$ cat config.mk
export PLATFORM = sky130hd
export DESIGN_NAME = jt12_wrq
export DESIGN_NICKNAME = d
export VERILOG_FILES = /design/src/rtl/jt12_wrq.sv
export SDC_FILE = /design/constraint.sdc
export NUM_CORES = 1
export LEC_CHECK = 0
export CAP_MARGIN = 20
export CORE_MARGIN = 5
export CORE_UTILIZATION = 50
export CTS_CLUSTER_DIAMETER = 120
export DETAILED_ROUTE_END_ITERATION = 10
export GPL_TIMING_DRIVEN = 0
export PLACE_DENSITY = 0.68
export SLEW_MARGIN = 30
export SYNTH_ARGS = -nofsm -noshare
export SYNTH_HDL_FRONTEND = slang
export SYNTH_SLANG_ARGS = --single-unit
$ cat constraint.sdc
create_clock -name clk -period 4.35 [get_ports clk]
set_clock_uncertainty 0.1 [all_clocks]
set_input_delay 0.87 -clock clk [delete_from_list [all_inputs] [get_ports clk]]
set_output_delay 0.87 -clock clk [all_outputs]
set_load 0.02 [all_outputs]
$ cat src/rtl/jt12_wrq.sv
// Host register-write queue for a YM2612-style chip bus: FIFO plus address/data strobe sequencer.
// Optional BUSY_W timeout with sticky tmo output when JT12_WRQ_TIMEOUT_EN is defined.
module jt12_wrq #(
  parameter int unsigned DEPTH  = 16,
  parameter int unsigned WR_LEN = 2,
  parameter int unsigned GUARD  = 4
) (
  input  logic                   clk,
  input  logic                   rst_n,
  input  logic                   cen,
  input  logic                   host_wr,
  input  logic                   host_port,
  input  logic [7:0]             host_reg,
  input  logic [7:0]             host_val,
  output logic                   host_ready,
  output logic [$clog2(DEPTH):0] level,
  output logic                   ovf,
  output logic                   cs_n,
  output logic                   wr_n,
  output logic [1:0]             addr,
  output logic [7:0]             din,
  input  logic [7:0]             dout
`ifdef JT12_WRQ_TIMEOUT_EN
  ,
  output logic                   tmo
`endif
);

  localparam int unsigned Aw = $clog2(DEPTH);
  localparam int unsigned Lw = Aw + 1;
  localparam logic [3:0] WrLenM1 = 4'(WR_LEN - 1);
  localparam logic [3:0] GuardM1 = 4'(GUARD - 1);

  typedef enum logic [2:0] {StIdle, StAStb, StAGap, StDStb, StGuard, StBusy} state_e;

  // Reset asserts asynchronously; release is taken up one edge later so all state leaves reset
  // on the same clock.
  logic rst_sync_q;
  always_ff @(posedge clk or negedge rst_n) begin
    if (!rst_n) rst_sync_q <= 1'b0;
    else        rst_sync_q <= 1'b1;
  end

  logic [16:0]   mem_q [DEPTH];
  logic [Aw-1:0] wr_ptr_q, wr_ptr_d, rd_ptr_q, rd_ptr_d;
  logic [Lw-1:0] level_q, level_d;
  logic          ovf_q, ovf_d;
  logic          full, push, pop;
  logic [16:0]   head;

  assign full = (level_q == Lw'(DEPTH));
  assign push = rst_sync_q & host_wr & ~full;
  assign head = mem_q[rd_ptr_q];

  always_comb begin
    wr_ptr_d = wr_ptr_q + Aw'(push);
    rd_ptr_d = rd_ptr_q + Aw'(pop);
    level_d  = level_q + Lw'(push) - Lw'(pop);
    ovf_d    = ovf_q | (host_wr & full);
  end

  always_ff @(posedge clk or negedge rst_n) begin
    if (!rst_n) begin
      wr_ptr_q <= '0;
      rd_ptr_q <= '0;
      level_q  <= '0;
      ovf_q    <= 1'b0;
    end else if (rst_sync_q) begin
      wr_ptr_q <= wr_ptr_d;
      rd_ptr_q <= rd_ptr_d;
      level_q  <= level_d;
      ovf_q    <= ovf_d;
    end
  end

  always_ff @(posedge clk) begin
    if (push) mem_q[wr_ptr_q] <= {host_port, host_reg, host_val};
  end

  state_e     state_q, state_d;
  logic [3:0] cnt_q, cnt_d;
  logic       stb_n_q, stb_n_d;
  logic [1:0] addr_q, addr_d;
  logic [7:0] din_q, din_d;
  logic [7:0] val_q, val_d;
`ifdef JT12_WRQ_TIMEOUT_EN
  logic [9:0] tmo_cnt_q, tmo_cnt_d;
  logic       tmo_q, tmo_d;
`endif

  always_comb begin
    state_d = state_q;
    cnt_d   = cnt_q;
    stb_n_d = stb_n_q;
    addr_d  = addr_q;
    din_d   = din_q;
    val_d   = val_q;
    pop     = 1'b0;
`ifdef JT12_WRQ_TIMEOUT_EN
    tmo_cnt_d = tmo_cnt_q;
    tmo_d     = tmo_q;
`endif
    if (cen) begin
      unique case (state_q)
        StIdle: begin
          if (level_q != '0) begin
            pop     = 1'b1;
            state_d = StAStb;
            addr_d  = {head[16], 1'b0};
            din_d   = head[15:8];
            val_d   = head[7:0];
            stb_n_d = 1'b0;
            cnt_d   = WrLenM1;
          end
        end
        StAStb: begin
          if (cnt_q == '0) begin
            state_d = StAGap;
            stb_n_d = 1'b1;
          end else begin
            cnt_d = cnt_q - 4'd1;
          end
        end
        StAGap: begin
          state_d = StDStb;
          addr_d  = {addr_q[1], 1'b1};
          din_d   = val_q;
          stb_n_d = 1'b0;
          cnt_d   = WrLenM1;
        end
        StDStb: begin
          if (cnt_q == '0) begin
            state_d = StGuard;
            stb_n_d = 1'b1;
            cnt_d   = GuardM1;
          end else begin
            cnt_d = cnt_q - 4'd1;
          end
        end
        StGuard: begin
          if (cnt_q == '0) begin
            state_d = StBusy;
`ifdef JT12_WRQ_TIMEOUT_EN
            tmo_cnt_d = '0;
`endif
          end else begin
            cnt_d = cnt_q - 4'd1;
          end
        end
        StBusy: begin
          if (!dout[7]) begin
            state_d = StIdle;
          end
`ifdef JT12_WRQ_TIMEOUT_EN
          else if (tmo_cnt_q == 10'd1022) begin
            state_d = StIdle;
            tmo_d   = 1'b1;
          end else begin
            tmo_cnt_d = tmo_cnt_q + 10'd1;
          end
`endif
        end
        default: state_d = StIdle;
      endcase
    end
  end

  always_ff @(posedge clk or negedge rst_n) begin
    if (!rst_n) begin
      state_q <= StIdle;
      cnt_q   <= '0;
      stb_n_q <= 1'b1;
      addr_q  <= '0;
      din_q   <= '0;
      val_q   <= '0;
`ifdef JT12_WRQ_TIMEOUT_EN
      tmo_cnt_q <= '0;
      tmo_q     <= 1'b0;
`endif
    end else if (rst_sync_q) begin
      state_q <= state_d;
      cnt_q   <= cnt_d;
      stb_n_q <= stb_n_d;
      addr_q  <= addr_d;
      din_q   <= din_d;
      val_q   <= val_d;
`ifdef JT12_WRQ_TIMEOUT_EN
      tmo_cnt_q <= tmo_cnt_d;
      tmo_q     <= tmo_d;
`endif
    end
  end

  logic unused_dout;
  assign unused_dout = ^dout[6:0];

  assign host_ready = ~full;
  assign level      = level_q;
  assign ovf        = ovf_q;
  assign cs_n       = stb_n_q;
  assign wr_n       = stb_n_q;
  assign addr       = addr_q;
  assign din        = din_q;
`ifdef JT12_WRQ_TIMEOUT_EN
  assign tmo        = tmo_q;
`endif

endmodule

==> run summary <==
Status
- status: completed

Finish
- commonest non-fill, non-tap cells in the layout: 272 x sky130_fd_sc_hd__edfxtp_1, 64 x sky130_fd_sc_hd__mux4_2, 40 x sky130_fd_sc_hd__dfrtp_1, 39 x sky130_fd_sc_hd__clkdlybuf4s50_1, 35 x sky130_fd_sc_hd__clkbuf_16
- footprint of the flip-flops and latches: 9200 um^2
- post-layout net count: 772
- fraction of final layout cells with drive strength greater than 1: 24.7%
- commonest non-fill, non-tap cell in the layout: sky130_fd_sc_hd__edfxtp_1
- area of all placed cells without fillers: 14700 um^2
- ant diodes: 0
- # fillers: 1738
- multi-input logic area: 3120 um^2
- Area growth, synth to finish: 18.7%

Global route
- wire length of the first global-routing pass: 41600 um
- via count of the first global-routing pass: 6756
- largest net degree at the start of global routing: 23
- antenna violations before repair: 0
- residual overflow from global routing: 0
- global-route usage over all layers: 19.7%

Synth
- largest cells by area after synthesis: sky130_fd_sc_hd__edfxtp_1 66%, sky130_fd_sc_hd__mux4_2 12%, sky130_fd_sc_hd__dfrtp_1 8.1%, sky130_fd_sc_hd__mux2i_1 1.4%, sky130_fd_sc_hd__mux2_2 1.3%
- Mapped Cells: 631
- Yosys warning total: 0
- count of different cell masters after synthesis: 44
- flip-flop and latch count after synthesis: 313
- async set-reset flop share out of synthesis: 13.1%
- total standard cell area after synthesis: 12400 um^2
- Synthesized Nets: 673
- number of enable-type register cells in the synthesized netlist: 272
- post-synth top area cell: sky130_fd_sc_hd__edfxtp_1
- main flop type after synthesis: sky130_fd_sc_hd__edfxtp_1
- part of the Yosys area used for sequential elements: 74.1%
- top cell type's share of synthesized area: 65.8%
- syn avg cell area: 19.7 um^2

Detailed routing
- drt drc: 0
- drt initial violations: 652
- routed wire length: 27100 um
- routed via count: 6459
- DR pass1 iterations: 5
- Met3 Routed Length: 2040 um
- highest metal used: met4
- wl on met1: 10900 um
- final antenna-violating net count: 0
- Detail Route met2 WL: 13100 um
- via density per instance: 5.98
- routed wire length per instance: 25.1 um

CTS
- CTS resizes: 0
- maximum buffer depth of the clock tree: 3
- setup bufs post-CTS: 0
- Clock Sinks: 313
- number of hold-repair buffers added at the cts stage: 0
- clock root buffer: sky130_fd_sc_hd__clkbuf_16
- Clock Latency Late Sink: 0.52 ns
- clock edge transition at the registers on the reported setup and hold paths: 0.06 ns
- CTS H-tree lvls: 2
- CTS tree: done
- total clock buffers created by CTS: 34

Timing
- fraction of the cycle the final worst path needs: 73.8%
- number of pins exceeding their max-slew limit in the final report: 0
- Final Hold Vio Count: 0
- worst-margin pin slew: 0.908 ns
- setup repair after global routing missed its margin: false
- highest attainable clock frequency: 0.312 GHz
- Slew headroom: 39.5%
- total of endpoints with negative setup slack in the final report: 0
- clock period minus final worst setup slack: 3.21 ns

Die
- num rows: 57
- count of boundary I/O pins: 48
- vertical extent of the die: 168 um
- width of the die: 168 um
- full die area: 28100 um^2
- CORE AREA: 24400 um^2
- Starting Density: 50.9%

Worst hold path
- Hold/Removal Path Class: input pin to asynchronous set/reset pin

Power
- maximum vdd drop: 0.337 mV
- Sequential Power Share: 47.4%
- switching power: 0.00216 W
- leakage power: 4.86 nW
- power per cell area: 537 nW/um^2
- net switching fraction of the power: 27.3%
- combinational cell fraction of total power: 18.8%
- Clock power frac: 33.8%
- total power after layout: 0.00792 W
- internal power component: 0.00575 W

Setup path
- required arrival time at the worst endpoint: 4.64 ns
- type of the worst setup path: flop to flop
- highest net fanout along the worst path: 4
- CP Launch Type: flop
- reg-to-reg slack, setup: 1.14 ns
- CP arrival: 3.49 ns
- crit end category: flop

Flow run
- # Max-Cap Violations: 0

Placed design
- HPWL after detailed placement: 18400 um
- placed standard-cell area: 13700 um^2
- gp weighted congestion: 0.832
- count of buffers from port buffering: 40

state kept, by name, summed over array words and instances (netlist names), 2 cells and up:
signal and cells:
wr_ptr_q 4, level 5, val_q 8, state_q 3, rd_ptr_q 4, mem_q 272
din 8, cnt_q 4, addr 2
critical path, cell delays in order, from the launching register on:
cell and delay [ns]:
sky130_fd_sc_hd__dfrtp_1 0.39, sky130_fd_sc_hd__inv_1 0.09, sky130_fd_sc_hd__ha_1 0.23, sky130_fd_sc_hd__or4bb_1 0.22, sky130_fd_sc_hd__nor2b_1 0.29, sky130_fd_sc_hd__inv_1 0.16
sky130_fd_sc_hd__ha_1 0.30, sky130_fd_sc_hd__inv_1 0.04, sky130_fd_sc_hd__ha_1 0.21, sky130_fd_sc_hd__fa_1 0.44, sky130_fd_sc_hd__a21oi_1 0.18, sky130_fd_sc_hd__o21bai_1 0.10
sky130_fd_sc_hd__xnor2_1 0.13, sky130_fd_sc_hd__nand2_1 0.08, sky130_fd_sc_hd__xnor2_1 0.15
synthesized netlist by cell type, types with 2 or more instances:
cell type                    n
sky130_fd_sc_hd__xnor2_1     8
sky130_fd_sc_hd__nand2b_1    6
sky130_fd_sc_hd__o22ai_1     8
sky130_fd_sc_hd__buf_1       6
sky130_fd_sc_hd__inv_1      10
sky130_fd_sc_hd__nand2_1    22
sky130_fd_sc_hd__a21oi_1    11
sky130_fd_sc_hd__nor3_1      4
sky130_fd_sc_hd__nand4_1     3
sky130_fd_sc_hd__nor2b_1     9
sky130_fd_sc_hd__mux2_2     14
sky130_fd_sc_hd__a211oi_1   17
sky130_fd_sc_hd__nor2_1     32
sky130_fd_sc_hd__o21ai_0    10
sky130_fd_sc_hd__edfxtp_1  272
sky130_fd_sc_hd__buf_2       9
sky130_fd_sc_hd__buf_4       3
sky130_fd_sc_hd__a21o_1      3
sky130_fd_sc_hd__a221o_1     8
sky130_fd_sc_hd__mux4_2     64
sky130_fd_sc_hd__dfrtp_1    40
sky130_fd_sc_hd__mux4_1      4
sky130_fd_sc_hd__clkbuf_1   11
sky130_fd_sc_hd__a31oi_1     2
sky130_fd_sc_hd__nand3_1     6
sky130_fd_sc_hd__buf_6       3
sky130_fd_sc_hd__ha_1       12
sky130_fd_sc_hd__mux2i_1    17
sky130_fd_sc_hd__o21bai_1    2
area by class of cell:
class / count / area share, %
Sequential cell: 313 / 62.4
Multi-Input combinational cell: 276 / 21.2
Clock buffer: 43 / 6.35
Timing Repair Buffer: 63 / 5.16
Tap cell: 324 / 2.75
Buffer: 32 / 1.13
Clock inverter: 19 / 0.748
Inverter: 10 / 0.255
cell families after synthesis:
group	after synthesis	synth area share, %
multiplexers	99	15.1
flip-flops	313	74.1
adder cells (fa/ha/maj)	13	1.37
XOR/XNOR	8	0.565
AO/OA/AOI/OAI	64	3.53
buffers and inverters	42	1.63
other	1	0.0302
AND/OR/NAND/NOR	91	3.64
metrics by stage:
step | TNS, ns | setup slack, ns | cells | utilization, % | hold slack (ns)
2_1_floorplan | 0 | 0.882 | 631 | - | 0.351
3_3_place_gp | -45.43 | -0.860 | 995 | 54.2 | 0.359
3_5_place_dp | 0 | 0.693 | 1018 | 56.1 | 0.376
4_1_cts | 0 | 1.11 | 1080 | 60.4 | 0.224
5_1_grt | 0 | 0.961 | 1080 | 60.4 | 0.268
6_report | 0 | 1.14 | 1080 | 60.4 | 0.223
per-layer routing:
layer / up-vias / GRT usage (%)
met1: 3336 / 26.2
li1: 2759 / -
met4: 0 / 7.87
met5: - / 0
met3: 83 / 4.60
met2: 281 / 31.9
path summary, 6_finish.rpt:
path / startpoint / to / depth (start not counted)
min in group clk: ovf / ovf / 1
hold reg to reg: ovf / ovf / 1
setup reg to reg: level[2] / level[4] / 14
hold / removal: rst_n / cnt_q[1] / 1
max in group asynchronous: rst_n / addr[1] / 2
setup / recovery: level[2] / level[4] / 14
power by group through the flow:
stage                     combinational (W)  sequential, W  clock [W]
final                               0.00149        0.00375    0.00268
after detailed placement            0.00149        0.00380          0
after global routing                0.00159        0.00377    0.00286
after CTS                           0.00150        0.00375    0.00271
after global placement              0.00131        0.00379          0
after floorplan                    0.000782        0.00383          0
Note: power is estimated with default switching activity, not from simulation.
